## src/rtl/top_nco_cnt_disp.sv

```systemverilog
// Seconds counter (00..59) driven by an NCO tick, shown on the two rightmost
// digits of a six-digit multiplexed seven-segment display; other digits blank.
module top_nco_cnt_disp #(
  parameter logic [31:0] NCO_NUM  = 32'd50_000_000,
  parameter logic [31:0] SCAN_NUM = 32'd50_000
) (
  input  logic       clk,
  input  logic       rst_n,
  output logic [5:0] o_seg_enb,
  output logic       o_seg_dp,
  output logic [6:0] o_seg
);

  localparam logic [2:0] LAST_DIG = 3'd5;

  logic [31:0] nco_cnt;
  logic        tick;
  logic [3:0]  sec_ones;
  logic [3:0]  sec_tens;
  logic [31:0] scan_cnt;
  logic        scan_step;
  logic [2:0]  dig;

  // Segment pattern a..g (bit6..bit0); anything outside 0..9 is blank.
  function automatic logic [6:0] bcd_to_seg(input logic [3:0] v);
    case (v)
      4'd0:    bcd_to_seg = 7'b1111110;
      4'd1:    bcd_to_seg = 7'b0110000;
      4'd2:    bcd_to_seg = 7'b1101101;
      4'd3:    bcd_to_seg = 7'b1111001;
      4'd4:    bcd_to_seg = 7'b0110011;
      4'd5:    bcd_to_seg = 7'b1011011;
      4'd6:    bcd_to_seg = 7'b1011111;
      4'd7:    bcd_to_seg = 7'b1110000;
      4'd8:    bcd_to_seg = 7'b1111111;
      4'd9:    bcd_to_seg = 7'b1111011;
      default: bcd_to_seg = 7'b0000000;
    endcase
  endfunction

  assign tick = (nco_cnt == NCO_NUM - 32'd1);

  // NOTE: registers use non-blocking assignments so every flop samples
  // pre-edge values regardless of process ordering.
  always_ff @(posedge clk or negedge rst_n) begin
    if (!rst_n) begin
      nco_cnt <= '0;
    end else if (tick) begin
      nco_cnt <= '0;
    end else begin
      nco_cnt <= nco_cnt + 32'd1;
    end
  end

  always_ff @(posedge clk or negedge rst_n) begin
    if (!rst_n) begin
      sec_ones <= '0;
      sec_tens <= '0;
    end else if (tick) begin
      if (sec_ones < 4'd9) begin
        sec_ones <= sec_ones + 4'd1;
      end else begin
        sec_ones <= '0;
        sec_tens <= (sec_tens < 4'd5) ? sec_tens + 4'd1 : 4'd0;
      end
    end
  end

  assign scan_step = (scan_cnt == SCAN_NUM - 32'd1);

  always_ff @(posedge clk or negedge rst_n) begin
    if (!rst_n) begin
      scan_cnt <= '0;
      dig      <= '0;
    end else if (scan_step) begin
      scan_cnt <= '0;
      dig      <= (dig == LAST_DIG) ? 3'd0 : dig + 3'd1;
    end else begin
      scan_cnt <= scan_cnt + 32'd1;
    end
  end

  assign o_seg_enb = ~(6'b000001 << dig);
  assign o_seg_dp  = 1'b0;

  always_comb begin
    // NOTE: default assigned first so no path leaves o_seg unassigned,
    // which would otherwise infer a latch.
    o_seg = 7'b0000000;
    case (dig)
      3'd0:    o_seg = bcd_to_seg(sec_ones);
      3'd1:    o_seg = bcd_to_seg(sec_tens);
      default: o_seg = 7'b0000000;
    endcase
  end

endmodule

```

## config.mk

```make
export PLATFORM = sky130hd
export DESIGN_NAME = top_nco_cnt_disp
export DESIGN_NICKNAME = d
export VERILOG_FILES = /design/src/rtl/top_nco_cnt_disp.sv
export SDC_FILE = /design/constraint.sdc
export NUM_CORES = 1
export LEC_CHECK = 0
export CORE_ASPECT_RATIO = 1.5
export CORE_MARGIN = 10
export CORE_UTILIZATION = 45
export CTS_BUF_LIST = sky130_fd_sc_hd__clkbuf_2
export DETAILED_ROUTE_END_ITERATION = 8
export PLACE_DENSITY = 0.7
export SLEW_MARGIN = 20
export SYNTH_ARGS = -nofsm -noshare
export SYNTH_HDL_FRONTEND = slang
export SYNTH_SLANG_ARGS = --single-unit
```

## constraint.sdc

```tcl
create_clock -name clk -period 2.6 [get_ports clk]
set_input_delay 0.52 -clock clk [delete_from_list [all_inputs] [get_ports clk]]
set_output_delay 0.52 -clock clk [all_outputs]
set_load 0.005 [all_outputs]
```

Word-level counts from Yosys, hierarchy flattened
Memory sizes are Yosys's and may differ from the RTL's.
Cells that the tools add are included.
{ "totals": {"regBits": 75, "rom_bits": 224, "input_bits": 2, "output_inout_bits": 14, "elab_cells": 29, "mem_count": 2} }
{ "op_classes": {"n_addsub": 5, "order_cmp": 2, "n_eq_ne": 4, "shifts": 1, "mux": 6, "n_bitwise": 2, "reduce_logical": 2} }
{ "mem_list": {"columns": ["name", "depth", "width", "rd", "rd_ports_with_merged_regs", "write_ports", "line", "rtl"], "rows": [
  ["(no name shown)", 16, 7, 1, 0, 0, "26", "case (v)"],
  ["(no name shown)", 16, 7, 1, 0, 0, "26", null]
]} }
{ "op_table": {"columns": ["op", "n"], "rows": [
  ["adder 32 x 1 -> 32 bit (second input constant)", 2],
  ["two-way mux 32 bit", 2],
  ["equality test 32 x 16 -> 1 bit (second input constant)", 1],
  ["equality test 32 x 26 -> 1 bit (second input constant)", 1],
  ["case mux 7 bit (2 select lines)", 1],
  ["adder 4 x 1 -> 4 bit (second input constant)", 2],
  ["two-way mux 4 bit", 2],
  ["inverter 6 bit", 1],
  ["<< shifter 1 x 3 -> 6 bit (first input constant)", 1],
  ["< comparator 4 x 3 -> 1 bit (second input constant)", 1],
  ["< comparator 4 bit (second input constant)", 1],
  ["adder 3 x 1 -> 3 bit (second input constant)", 1],
  ["equality test 3 x 1 -> 1 bit (second input constant)", 1],
  ["equality test 3 bit (second input constant)", 1],
  ["logical NOT 3 bit", 1],
  ["two-way mux 3 bit", 1],
  ["AND reduction 2 bit", 1],
  ["inverter 1 bit", 1]
]} }

Depth between registers and ports, before layout
Gate-level depths: netlist of run 1.
{ "depth": {"word_depth": 3, "mapped_depth": 7, "ltp_nobuf": 6} }

Worst setup path before layout of run 1
OpenSTA, ideal clock, no wires.
{ "synth_timing": {"path_kind": "flip-flop to flip-flop", "start": "register scan_cnt[0]", "end": "register dig[1]", "setup_time_ps": 125, "arrival_ps": 1829, "setup_slack_ps": 646, "path_stages_with_launch": 6, "synth_period_minus_slack_ps": 1954, "path_cell_list": "dfrtp_1 ha_1 nand4_2 or4_4 nor4_2 mux2_2"} }
{ "synth_via": {"elab_chain_cells": 1} }
{ "synth_lines": {"columns": ["element", "line", "rtl"], "rows": [
  ["from (decl)", "20", "logic [31:0] scan_cnt;"],
  ["from (signal assigned)", "79", "scan_cnt <= scan_cnt + 32'd1;"],
  ["equality test 32 x 16 -> 1 bit", "69", "assign scan_step = (scan_cnt == SCAN_NUM - 32'd1);"],
  ["to (signal assigned)", "77", "dig <= (dig == LAST_DIG) ? 3'd0 : dig + 3'd1;"],
  ["to (decl)", "22", "logic [2:0] dig;"]
]} }
No other way between the ends.
A chain may end at the register's enable or synchronous reset.

Final worst setup path of run 1
{ "layout_timing": {"start": "register sec_ones[1]", "end": "output o_seg[4]"} }
{ "layout_via": {"elab_chain_cells": 2} }
{ "layout_lines": {"columns": ["element", "line", "rtl"], "rows": [
  ["from (decl)", "18", "logic [3:0] sec_ones;"],
  ["from (signal assigned)", "61", "sec_ones <= sec_ones + 4'd1;"],
  ["memory read (16 x 7 bit)", null, null],
  ["case mux 7 bit (2 select lines)", "90", "case (dig)"],
  ["to (decl)", "11", "output logic [6:0] o_seg"]
]} }
No other way between the ends.

==> impl_results.md, run 1 <==
- Status: finished clean
- Top-area cell type share of the netlist area: approximately 44%
- Share of cells above drive strength 1: 15.6%
- Slowest-stage cell, CP: dfrtp_2
- Total power draw: 2.03 mW
- Port Buffers: 14
- # clock sinks: between 70 and 80
- Htree depth: 3
- Fin worst setup slack: 0.136 ns
- Drt drc: 0
- Main synth FF type: dfrtp_1
- Asr flop ratio synth: 100%
- Remaining antenna violation count: 0
- Final wirelength: roughly 8.9 mm
- Max-slew violation count: 0
- Syn nets: 433
- Worst hold path cell count: 1
- Worst Hold Class: flop to flop
- Vias per std cell: 5.62
- Critical Path Fanout Max: 4
- Netlist Area Pre-Place: 4230 sq um
- Die Y-Extent: 139 microns
- Final core occ: 51.7%
- Critical path startpoint category: flop
- Final-layout fill cell count: 813
- Detail Placement HPWL: between 6 and 7 mm
- Max incr delay on CP: 0.46 ns
- Max clock buf depth: 2
- Cells after Synth: 416
- Final GP Congestion: about 0.85
- Syn_area_per_cell: 10.2 sq um
- Multi-input combinational cell area: 2250 sq um
- Yosys warns: 0
- Antenna cells: 0
- Number of synthesized register bits: 75
- Area Overhead vs Synth: 12.5%
- CTS Buf Count: 9
- EDFF count, synth: 0
- Die area: 13700 sq um
- CP Capture Type: output pin
- Routed WL per cell: around 16 microns
- Period minus WS final: approximately 2.5 ns
- CTS tree: done
- Initial core utilization: 45.9%
- GRT Total Usage: 13.4%
- CP Depth: 6
- Core Area: 9200 sq um
- Area leader, netlist: dfrtp_1
- Synth area leaders: dfrtp_1 44%, xnor2_1 6.4%, ha_1 4.4%, xor2_1 3.7%, nand3_1 3.2%
- Antenna violations before repair: 0
- Period utilisation layout: 94.8%
- Setup violations, final: 0
- Peak supply drop: 0.000363 V
- Pre-CTS WS: 0.264 ns
- Total of max-cap violations: 0
- R2R cell count: 5
- Total grt overflow: 0
- Crit path arrival time: 1.94 ns
- Nets@finish: 460
- Clk slew on worst S/H paths: 0.22 ns
- Storage cell area: around 1900 sq um
- Num rows: 43
- Power per cell area: 427 nW/um^2
- Critical Path RT: 2.08 ns
- Worst Skew: between 0.03 and 0.04 ns
- Vias in the first global route: approximately 3300
- Most frequent CP cell: buf_4
- Die width: ~99 microns
- Peak Freq: just over 0.4 GHz
- Worst path bufs/invs: 3
- Clock Latency Late Sink: roughly 0.53 ns
- Distinct cell type count after synthesis: 53
- Largest net degree at the start of global routing: 49
- Final Hold Vio Count: 0
- Worst Max-Slew Pin Slew: roughly 0.63 ns
- Crit-path leading delay family: buffers and inverters
- First-pass iteration count of the detailed router: 4
- Vias: between 3000 and 4000
- Initial DRC count: 183
- Critical setup path kind: flop to output pin
- I/O Pins: 16
- P_leak: around 2.1 nW
- First-pass GRT wire length: approximately 16 mm
- Crit-path cells: buf_4, buf_4, ha_1, and3_1, o21ai_1, dlygate4sd2_1
- CTS root buf: clkbuf_2
- Sequential area share after synthesis: about 44%
- Worst slew margin: 57.8%
layer usage:
layer	GRT usage, %	vias up	wire length [microns]
li1	-	1559	-
met1	15.3	1544	3850
met2	22.7	29	4680
met3	3.59	13	248
met4	5.60	0	142
met5	0	-	0
power by group:
group | switching (mW) | leakage, nW | internal (mW)
clock | 0.413 | 0.0898 | 0.419
combinational | 0.0236 | 1.00 | 0.00498
sequential | 0 | 1.01 | 1.17
final timing paths:
check	from	slack, ns	endpoint
worst max-delay path	sec_ones[1]$_DFFE_PN0N_	0.14	o_seg[4]
worst min-delay path	nco_cnt[31]$_DFF_PN0_	0.49	nco_cnt[31]$_DFF_PN0_
worst max register to register	scan_cnt[0]$_DFF_PN0_	0.38	dig[1]$_DFFE_PN0N_
worst min register to register	nco_cnt[31]$_DFF_PN0_	0.49	nco_cnt[31]$_DFF_PN0_
max in group asynchronous	rst_n	1.45	sec_ones[2]$_DFFE_PN0N_
min in group asynchronous	rst_n	0.53	scan_cnt[17]$_DFF_PN0_
registers in the layout, summed over array words and instances, names as in the netlist:
name	count
dig	3
nco_cnt	32
scan_cnt	32
sec_ones	4
sec_tens	4
cells in the mapped netlist (4+ instances only):
master	n
xor2_1	18
buf_4	4
nor4_1	9
and3_1	14
dfrtp_1	75
and4_1	9
nand2_1	25
inv_1	19
nor3_1	14
nand4_1	21
ha_1	15
or3_1	7
nor2b_1	6
xnor2_1	31
nor4_4	4
mux2i_1	7
o22ai_1	6
o21ai_0	13
or4_1	4
nand3_1	27
a21oi_1	16
nor2_1	23
logic make-up after synthesis:
family                     count (synthesis)  synth area share [%]
xor gates and xnor gates                  49                  10.2
DFF                                       75                  44.4
adders and majority gates                 15                  4.44
muxes                                      9                  2.19
and+or+nand+nor                          185                  27.5
buffers and inverters                     32                  3.82
other                                      1                0.0887
AOI/OAI and AO/OA                         50                  7.37
what timing repair did:
item	CTS	global route
buffers inserted	7	3
endpoints found under the setup margin	8	7
hold buffers	1	0
pin swaps	3	0
hold endpoints to repair	47	0
cloned	0	0
resized for setup	27	8
final cells by class:
| cell class | count | area share, % |
|---|---|---|
| flip-flops and latches | 75 | 39.6 |
| repair buffers | 29 | 5.37 |
| inverters | 19 | 1.55 |
| well taps | 112 | 2.95 |
| clock buffers | 11 | 1.16 |
| clock inverters | 5 | 2.13 |
| multi-input cells | 309 | 47.2 |
placed cells by master (no fill, tap or decap), drive strengths merged, types with 5 or more instances in the layout:
cell / instances
a21oi: 16
and3: 14
and4: 10
buf: 16
clkbuf: 11
clkdlybuf4s50: 5
dfrtp: 75
dlygate4sd2: 6
ha: 15
inv: 19
mux2i: 7
nand2: 26
nand3: 28
nand4: 24
nor2: 23
nor2b: 6
nor3: 15
nor4: 14
o21ai: 13
o22ai: 6
or3: 7
or4: 5
xnor2: 31
xor2: 18
per-stage QoR:
stage / area, sq um / std cells / setup TNS, ns / hold slack, ns
detailed placement: 4460 / 533 / 0 / 0.466
global route: 4750 / 560 / -0.000854 / 0.512
floorplan: 4230 / 416 / 0 / 0.224
global placement: 4460 / 533 / 0 / 0.458
finish: 4750 / 560 / 0 / 0.490
CTS: 4710 / 557 / 0 / 0.490
No activity file was read; power rests on OpenSTA's default activity.
==> run 2, diff against run 1 <==
--- a/config.mk
+++ b/config.mk
@@ -5,10 +5,11 @@
 export SDC_FILE = /design/constraint.sdc
 export NUM_CORES = 1
 export LEC_CHECK = 0
-export CORE_ASPECT_RATIO = 1.5
+export CAP_MARGIN = 0
 export CORE_MARGIN = 10
 export CORE_UTILIZATION = 45
 export CTS_BUF_LIST = sky130_fd_sc_hd__clkbuf_2
+export CTS_CLUSTER_DIAMETER = 100
 export DETAILED_ROUTE_END_ITERATION = 8
 export PLACE_DENSITY = 0.7
 export SLEW_MARGIN = 20
==> run 2 against run 1 <==
Compared with the run above: design area shrank 0.32%; largest cell class unchanged; critical path type unchanged; clock skew shrank 0.0081 ns; first-iteration DRC count grew 21%; sequential cell count is the same.
==> impl_results.md, run 2 (same netlist as run 1, synthesis figures left out) <==
- Status: finished clean
- Die area: 13700 sq um (-0.58%)
- Crit path arrival time: 1.95 ns (about the same)
- Post-DP Area: 4440 sq um (-0.48%)
- Critical setup path kind: flop to output pin
- Largest net degree at the start of global routing: 76 (+55%)
- Die width: 117 microns (+18%)
- Total of max-cap violations: 0 (unchanged)
- Hold buffers post-CTS: 0 (-1)
- CTS tree: done
- Initial DRC count: 221 (+21%)
- Worst Max-Slew Pin Slew: 0.943 ns (+0.311 ns)
- Most frequent cells in the layout: 70 x dfrtp_1, 31 x xnor2_1, 25 x nand2_1, 25 x nand3_1
- P_leak: 2.09 nW (-0.63%)
- Final Hold Vio Count: 0 (unchanged)
- Max-slew violation count: 0 (unchanged)
- CP Capture Type: output pin
- WHS: 0.0882 ns (-0.401 ns)
- Switching pwr: 0.440 mW (+0.76%)
- Antenna violations before repair: 0 (unchanged)
- Detail Placement HPWL: 5.88 mm (-6.7%)
- Remaining antenna violation count: 0 (unchanged)
- Htree depth: 3 (unchanged)
- Sw Share: 21.7% (+0.18 points)
- Power share of the clock group: 41.3% (+0.3 points)
- Storage cell area: 1880 sq um (about the same)
- R2R cell count: 5 (unchanged)
- Combinational power share: 1.1% (-0.3 points)
- Multi-input combinational cell area: 2240 sq um (-0.45%)
- Vias: 3205 (+1.9%)
- Routed WL per cell: 15.3 microns (-3.6%)
- Setup violations, final: 0 (unchanged)
- Vias in the first global route: 3196 (-3.9%)
- First-pass iteration count of the detailed router: 4 (unchanged)
- I/O Pins: 16 (unchanged)
- Period minus WS final: 2.47 ns (+0.00329 ns)
- Clock Latency Late Sink: 0.54 ns (about the same)
- Area Overhead vs Synth: 12.1%
- CTS Buf Count: 9 (unchanged)
- CTS root buf: clkbuf_2
- Power per cell area: 428 nW/um^2 (+0.26%)
- GRT Total Usage: 13.6% (+0.18 points)
- Final-layout fill cell count: 808 (-0.62%)
- Initial core utilization: 46.0% (about the same)
- Drt drc: 0 (unchanged)
- Port Buffers: 14 (unchanged)
- Max clock buf depth: 2 (unchanged)
- RR Endpoint: dig[1]$_DFFE_PN0N_
- Regs by FF count: nco_cnt x32, scan_cnt x32
- Num rows: 35 (-19%)
- Vias per std cell: 5.71 (+1.7%)
- Share of cells above drive strength 1: 17.1% (+1.5 points)
- Cell Int Power: 1.59 mW (-0.28%)
- # clock sinks: 75 (unchanged)
- Post-route design area: 4740 sq um (-0.32%)
- Final wirelength: 8.61 mm (-3.5%)
- Die Y-Extent: 117 microns (-16%)
- Critical Path Fanout Max: 6 (+2)
- Peak supply drop: 0.000283 V (-22%)
- Crit Reg-Reg Startpoint: scan_cnt[0]$_DFF_PN0_
- First-pass GRT wire length: 15.0 mm (-4.2%)
- Critical Path RT: 2.08 ns (about the same)
- Core Area: 9200 sq um (about the same)
- Total grt overflow: 0 (unchanged)
- Worst Hold Class: primary input to async pin
- Critical path startpoint category: flop
- Final GP Congestion: 0.885 (+4.1%)
- Peak Freq: 0.405 GHz (-0.13%)
- Clk slew on worst S/H paths: 0.20 ns (-0.02 ns)
- Seq pwr share: 57.6% (about the same)
- Period utilisation layout: 94.9% (+0.13 points)
- Worst Skew: 0.0251 ns (-0.00807 ns)
- Antenna cells: 0 (unchanged)
- Reg-to-reg setup timing slack: 0.49 ns (+0.11 ns)
- Nets@finish: 462 (+0.43%)
- Most common cell after layout, fill and taps aside: dfrtp_1
- Worst slew margin: 37.1% (-21 points)
-- run 2: layout make-up --
type                            count  area share, %
Clock buffer                       10           1.06
Clock inverter                      6           2.40
Inverter                           19           1.51
Multi-Input combinational cell    309           47.2
Sequential cell                    75           39.7
Tap cell                          111           2.93
Timing Repair Buffer               31           5.18
-- run 2: metrics by stage --
step / setup WS, ns / power [mW] / util [%] / TNS [ns] / std cells
floorplan: 0.646 / 1.19 / - / 0 / 416
global placement: 0.361 / 1.21 / 48.2 / 0 / 531
detailed placement: 0.328 / 1.21 / 48.2 / 0 / 531
CTS: 0.0200 / 2.06 / 51.1 / 0 / 558
global route: -0.00543 / 2.12 / 51.5 / -0.00718 / 561
finish: 0.133 / 2.03 / 51.5 / 0 / 561
-- run 2: power groups by stage --
stage	clock [mW]	combinational [mW]	sequential [mW]
floorplan	0	0.00140	1.19
global placement	0	0.0244	1.19
detailed placement	0	0.0246	1.19
CTS	0.863	0.0249	1.17
global route	0.926	0.0275	1.17
finish	0.837	0.0228	1.17
-- run 2: repair_timing --
action | in CTS | in global routing
endpoints found under the setup margin | 8 | 7
pin swaps | 1 | 1
resized for setup | 21 | 19
setup buffers | 11 | 3
-- run 2: metal layers --
| metal | vias to the layer above | part of all wire, % | GRT usage [%] |
|---|---|---|---|
| met5 | - | 0 | 0 |
| met4 | 0 | 1.4 | 4.70 |
| met3 | 16 | 5.1 | 4.89 |
| met2 | 45 | 46 | 20.7 |
| met1 | 1564 | 47 | 17.4 |
| li1 | 1580 | - | - |
-- run 2: how the worst max path moves through the flow --
stage                            start                  to  depth (start not counted)
6_report            dig[1]$_DFFE_PN0N_        o_seg_enb[3]                          4
5_1_grt        sec_ones[0]$_DFFE_PN0N_            o_seg[6]                          7
4_1_cts        sec_tens[1]$_DFFE_PN0P_            o_seg[3]                          6
3_5_place_dp   sec_ones[1]$_DFFE_PN0N_            o_seg[3]                          6
3_3_place_gp   sec_ones[1]$_DFFE_PN0N_            o_seg[3]                          6
2_1_floorplan    scan_cnt[0]$_DFF_PN0_  dig[1]$_DFFE_PN0N_                          5
-- run 2: worst max-delay path: stages, from the launching register on --
cell and delay [ns]:
dfrtp_1 0.49, and2_1 0.18, ha_1 0.17, inv_1 0.08, clkdlybuf4s50_1 0.51
